## src/rtl/inst_queue_n.sv

```systemverilog
// In-order fetch-to-decode instruction queue: LANES {pc, instr} pairs pushed and
// presented per cycle over a DEPTH-entry circular buffer, with flush and sticky overflow.
module inst_queue_n #(
  parameter int LANES = 2,
  parameter int DEPTH = 8,
  parameter int XLEN  = 32
) (
  input  logic                         clk,
  input  logic                         reset,
  input  logic [LANES-1:0]             in_valid,
  input  logic [LANES*XLEN-1:0]        in_pc,
  input  logic [LANES*XLEN-1:0]        in_instr,
  output logic                         in_ready,
  output logic [LANES-1:0]             out_valid,
  output logic [LANES*XLEN-1:0]        out_pc,
  output logic [LANES*XLEN-1:0]        out_instr,
  input  logic [$clog2(LANES+1)-1:0]   out_take,
  input  logic                         flush,
  output logic [$clog2(DEPTH+1)-1:0]   count,
  output logic                         ovf
);

  localparam int PW = $clog2(DEPTH);
  localparam int CW = $clog2(DEPTH+1);
  localparam int TW = $clog2(LANES+1);

  logic [PW-1:0]   rd_ptr_r;
  logic [PW-1:0]   wr_ptr_r;
  logic [CW-1:0]   count_r;
  logic            ovf_r;
  logic [XLEN-1:0] pc_mem_r    [DEPTH];
  logic [XLEN-1:0] instr_mem_r [DEPTH];

  logic            in_ready_s;
  logic            run_s;
  logic [TW-1:0]   run_cnt_s;
  logic [TW-1:0]   n_push_s;
  logic [CW-1:0]   avail_s;
  logic [TW-1:0]   n_take_s;

  // Room for a full group of LANES, judged on the current occupancy only
  always_comb begin
    in_ready_s = (CW'(DEPTH) - count_r) >= CW'(LANES);
  end

  // Accepted pushes: contiguous valid lanes from lane 0, none when not ready
  always_comb begin
    run_s     = 1'b1;
    run_cnt_s = '0;
    for (int i = 0; i < LANES; i++) begin
      if (run_s && in_valid[i]) begin
        run_cnt_s = run_cnt_s + TW'(1);
      end else begin
        run_s = 1'b0;
      end
    end
    if (in_ready_s) begin
      n_push_s = run_cnt_s;
    end else begin
      n_push_s = '0;
    end
  end

  // Pops are clamped to the number of lanes currently presenting data
  always_comb begin
    if (count_r > CW'(LANES)) begin
      avail_s = CW'(LANES);
    end else begin
      avail_s = count_r;
    end
    if (CW'(out_take) < avail_s) begin
      n_take_s = out_take;
    end else begin
      n_take_s = TW'(avail_s);
    end
  end

  // Show-ahead view of the LANES oldest entries
  always_comb begin
    out_valid = '0;
    out_pc    = '0;
    out_instr = '0;
    for (int i = 0; i < LANES; i++) begin
      out_valid[i]               = count_r > CW'(i);
      out_pc[i*XLEN +: XLEN]     = pc_mem_r[rd_ptr_r + PW'(i)];
      out_instr[i*XLEN +: XLEN]  = instr_mem_r[rd_ptr_r + PW'(i)];
    end
  end

  // Pointer, occupancy and sticky overflow state
  always_ff @(posedge clk or posedge reset) begin
    if (reset) begin
      rd_ptr_r <= '0;
      wr_ptr_r <= '0;
      count_r  <= '0;
      ovf_r    <= 1'b0;
    end else if (flush) begin
      rd_ptr_r <= '0;
      wr_ptr_r <= '0;
      count_r  <= '0;
      ovf_r    <= 1'b0;
    end else begin
      rd_ptr_r <= rd_ptr_r + PW'(n_take_s);
      wr_ptr_r <= wr_ptr_r + PW'(n_push_s);
      count_r  <= count_r + CW'(n_push_s) - CW'(n_take_s);
      if (in_valid[0] && !in_ready_s) begin
        ovf_r <= 1'b1;
      end
    end
  end

  // Entry storage; contents need no reset because occupancy gates visibility
  always_ff @(posedge clk) begin
    for (int i = 0; i < LANES; i++) begin
      if (!flush && (TW'(i) < n_push_s)) begin
        pc_mem_r[wr_ptr_r + PW'(i)]    <= in_pc[i*XLEN +: XLEN];
        instr_mem_r[wr_ptr_r + PW'(i)] <= in_instr[i*XLEN +: XLEN];
      end
    end
  end

  assign in_ready = in_ready_s;
  assign count    = count_r;
  assign ovf      = ovf_r;

endmodule
```

## config.mk

```make
export PLATFORM = sky130hd
export DESIGN_NAME = inst_queue_n
export DESIGN_NICKNAME = d
export VERILOG_FILES = /design/src/rtl/inst_queue_n.sv
export SDC_FILE = /design/constraint.sdc
export NUM_CORES = 1
export LEC_CHECK = 0
export ABC_CLOCK_PERIOD_IN_PS = 4700
export CORE_MARGIN = 2
export CORE_UTILIZATION = 53
export CTS_BUF_LIST = sky130_fd_sc_hd__clkbuf_16
export CTS_CLUSTER_DIAMETER = 150
export DETAILED_ROUTE_END_ITERATION = 8
export PLACE_DENSITY = 0.82
export SYNTH_ARGS = -nofsm -noshare
export SYNTH_HDL_FRONTEND = slang
export SYNTH_SLANG_ARGS = --single-unit
```

## constraint.sdc

```tcl
create_clock -name clk -period 4.7 [get_ports clk]
set_clock_uncertainty 0.05 [all_clocks]
set_input_delay 0.705 -clock clk [delete_from_list [all_inputs] [get_ports clk]]
set_output_delay 0.705 -clock clk [all_outputs]
set_load 0.01 [all_outputs]
```

==> results.sh <==
export IMPL_cts_tree="built"
export IMPL_areaGrowthSynthToFinish_pct=17.99
export IMPL_yosysTopAreaCellShare_pct=51.04
export IMPL_crit_chain="buf_12 > mux4_2 > mux2_2 > clkdlybuf4s50_1"
export IMPL_worstSetupPathType="reg2out"
export IMPL_vias_per_cell=6.584
export IMPL_grt_ovfl_total=0
export IMPL_ir_drop_mv=0.4229
export IMPL_clkSlewWorstSetupHoldPaths_ns=0.06
export IMPL_track_usage_pct=27.07
export IMPL_die_area_sq_mm=0.05876
export IMPL_hold_violations=0
export IMPL_io_pins=271
export IMPL_slowest_stage="dfrtp_4"
export IMPL_die_y_um=242.4
export IMPL_post_route_period_util_pct=88.14
export IMPL_synth_area_top_cells="edfxtp_1 51%, mux4_2 19%, mux2_2 17%"
export IMPL_cts_buffers=54
export IMPL_drt_wl_total_um=79460
export IMPL_power_switching_share_pct=33.27
export IMPL_cp_num_buf_inv=2
export IMPL_grt_pass1_vias=18844
export IMPL_yosysWarnings=0
export IMPL_routed_via_count=17850
export IMPL_p_seq_share_pct=28.9
export IMPL_synthesis_area_sq_mm=0.03012
export IMPL_grt_pass1_wl_um=119100
export IMPL_slew_violations=0
export IMPL_ant_nets=0
export IMPL_antenna_found_initial=12
export IMPL_fmax_mhz=241.4
export IMPL_synth_seq_cells=523
export IMPL_status="complete, no violations"
export IMPL_async_flop_share_pct=2.103
export IMPL_drive_above_1_share_pct=44.31
export IMPL_p_clk_share_pct=20.2
export IMPL_cts_setup_buffers=0
export IMPL_max_stage_delay_ns=0.75
export IMPL_drc=0
export IMPL_grt_max_degree=93
export IMPL_comb_power_share_pct=50.9
export IMPL_synthCells=1659
export IMPL_slew_headroom_pct=38.89
export IMPL_drt_initial_drc_count=1837
export IMPL_worstPathArrival_ns=3.39
export IMPL_power_density_mw_per_mm2=572.0
export IMPL_path_delay_family="buffers and inverters"
export IMPL_synth_top_flop_cell="edfxtp_1"
export IMPL_fin_area_sq_mm=0.03554
export IMPL_setup_violations=0
export IMPL_synth_seq_area_share_pct=51.96
export IMPL_synth_top_cell_by_area="edfxtp_1"
export IMPL_cp_start_kind="flip-flop"
export IMPL_synth_edf_count=512
export IMPL_cap_violations=0
export IMPL_hold_class="in2async"
export IMPL_leakage_nw=11.52
export IMPL_ctsResizeCount=0
export IMPL_cts_root_buf="clkbuf_16"
export IMPL_core_area_sq_mm=0.05628
export IMPL_wl_per_cell_um=29.31
export IMPL_setup_tns_ns=0
export IMPL_cts_sinks=523
export IMPL_nFillCells=3944
export IMPL_start_util_pct=53.52
export IMPL_intPower_mw=13.57
export IMPL_numPortBuffers=270
export IMPL_finalNetCount=2063
export IMPL_row_count=87
export IMPL_fin_util_pct=63.15
export IMPL_cp_required_ns=3.94
export IMPL_drtPass1Iterations=5
export IMPL_clockBufferDepth=3
export IMPL_syn_area_per_cell_sq_um=18.16
export IMPL_worst_pin_slew_ns=0.9166
export IMPL_rsz0062_at_grt="no"
export IMPL_holdBufCountCts=0
export IMPL_hpwl_um=46540
export IMPL_finalPower_mw=20.33
export IMPL_synth_cell_types=38
export IMPL_place_gp_congestion=0.8220
export IMPL_h_tree_depth=2
export IMPL_die_w_um=242.4
export IMPL_instances_no_fill=2711
export IMPL_cp_max_fo=88
export IMPL_placed_cells=2609
export IMPL_clock_latency_ns=0.60
export IMPL_power_switching_mw=6.764
export IMPL_cp_end_kind="primary output"
export IMPL_period_minus_slack_ns=4.142
export IMPL_placed_cell_area_sq_mm=0.03386
export IMPL_synthesis_nets=1813
[flip-flops by register name, indices dropped and copies added, names as in the netlist]
name / flops
rd_ptr_r: 3
pc_mem_r: 256
wr_ptr_r: 3
instr_mem_r: 256
ovf: 1
count: 4
[cell families after synthesis]
family | Yosys count | share of synthesized area, %
AOI/OAI and AO/OA | 20 | 0.4071
xor gates and xnor gates | 7 | 0.2035
adders and majority gates | 19 | 0.8889
buffers and inverters | 136 | 2.276
DFF | 523 | 51.96
muxes | 898 | 43.14
and+or+nand+nor | 56 | 1.130
[layout make-up]
| type | instances | area (sq um) | area share (%) |
|---|---|---|---|
| diodes | 5 | 12.51 | 0.03521 |
| clock buffers | 58 | 1451 | 4.084 |
| clock inverters | 39 | 219.0 | 0.6161 |
| inverters | 9 | 33.78 | 0.09505 |
| multi-input cells | 1000 | 13930 | 39.20 |
| flip-flops and latches | 523 | 15660 | 44.07 |
| well taps | 756 | 945.9 | 2.662 |
| repair buffers | 321 | 3286 | 9.245 |
[routing by layer]
metal | wire [um] | vias to the layer above | track usage [%]
met1 | 32080 | 9487 | 37.35
met4 | 1771 | 16 | 7.335
met5 | 106 | - | 0
met2 | 39490 | 730 | 44.51
li1 | - | 7483 | -
met3 | 6015 | 134 | 4.985
[worst paths after layout]
path                              from           to  slack [ns]  depth (start not counted)
setup / recovery           rd_ptr_r[0]   out_pc[41]        0.56                          4
hold / removal                   reset     count[3]        0.36                          2
setup reg to reg              count[0]     count[2]        1.17                         14
hold reg to reg                    ovf          ovf        0.47                          2
max in group asynchronous        reset  rd_ptr_r[1]        3.91                          2
min in group clk                   ovf          ovf        0.47                          2
[Yosys cell counts (5+ instances only)]
cell / count
nor2b_1: 9
mux2_2: 467
nor2_1: 12
clkbuf_1: 50
mux2_1: 174
dfrtp_1: 11
a21oi_1: 10
xnor2_1: 5
buf_2: 50
nand2_1: 13
nand3_1: 5
mux4_2: 256
edfxtp_1: 512
inv_1: 8
buf_6: 15
buf_1: 12
ha_1: 15
[layout by cell type (no fill, tap or decap), types with 2 or more instances in the layout]
cell	instances
clkdlybuf4s50_1	270
ha_1	14
a21oi_4	7
mux4_2	256
mux2_1	174
inv_1	22
mux2_2	467
fa_1	4
nor2_1	11
nand2_1	13
clkbuf_16	58
edfxtp_1	512
nor2b_1	9
and3_1	2
o21ai_0	4
nand3_4	4
nor3b_1	2
clkinvlp_4	2
dfrtp_4	3
diode_2	5
a21oi_1	3
xnor2_1	5
nand3_1	5
clkinv_2	4
nand2b_4	3
bufinv_16	2
clkinv_1	16
buf_4	35
dfrtp_1	8
buf_12	16
[power by group through the flow]
stage / Combinational [mW] / Clock, mW / Sequential, mW
after floorplan: 6.25 / 0 / 5.80
after global placement: 10.3 / 0 / 5.92
after detailed placement: 10.4 / 0 / 5.96
after CTS: 10.4 / 4.16 / 5.86
after global routing: 10.9 / 4.33 / 5.90
final: 10.4 / 4.11 / 5.87
[worst reg2reg max path, cell delays in order, from the launching register on]
cell and delay, ns:
dfrtp_1 0.50, inv_1 0.18, ha_1 0.27, nor2b_1 0.14
o2111a_1 0.28, inv_2 0.23, buf_4 0.24, nand2_1 0.08
or2_2 0.28, ha_1 0.27, inv_1 0.04, ha_1 0.21
fa_1 0.44, xnor2_1 0.16, nor2_1 0.05
[per-stage QoR]
step / hold slack, ns / setup WS (ns)
detailed placement: 0.4556 / 1.026
global placement: 0.4506 / 1.030
CTS: 0.3550 / 0.5208
global route: 0.3760 / 0.4324
finish: 0.3559 / 0.5576
floorplan: 0.4764 / -0.3243
(Power assumes the default switching activity.)
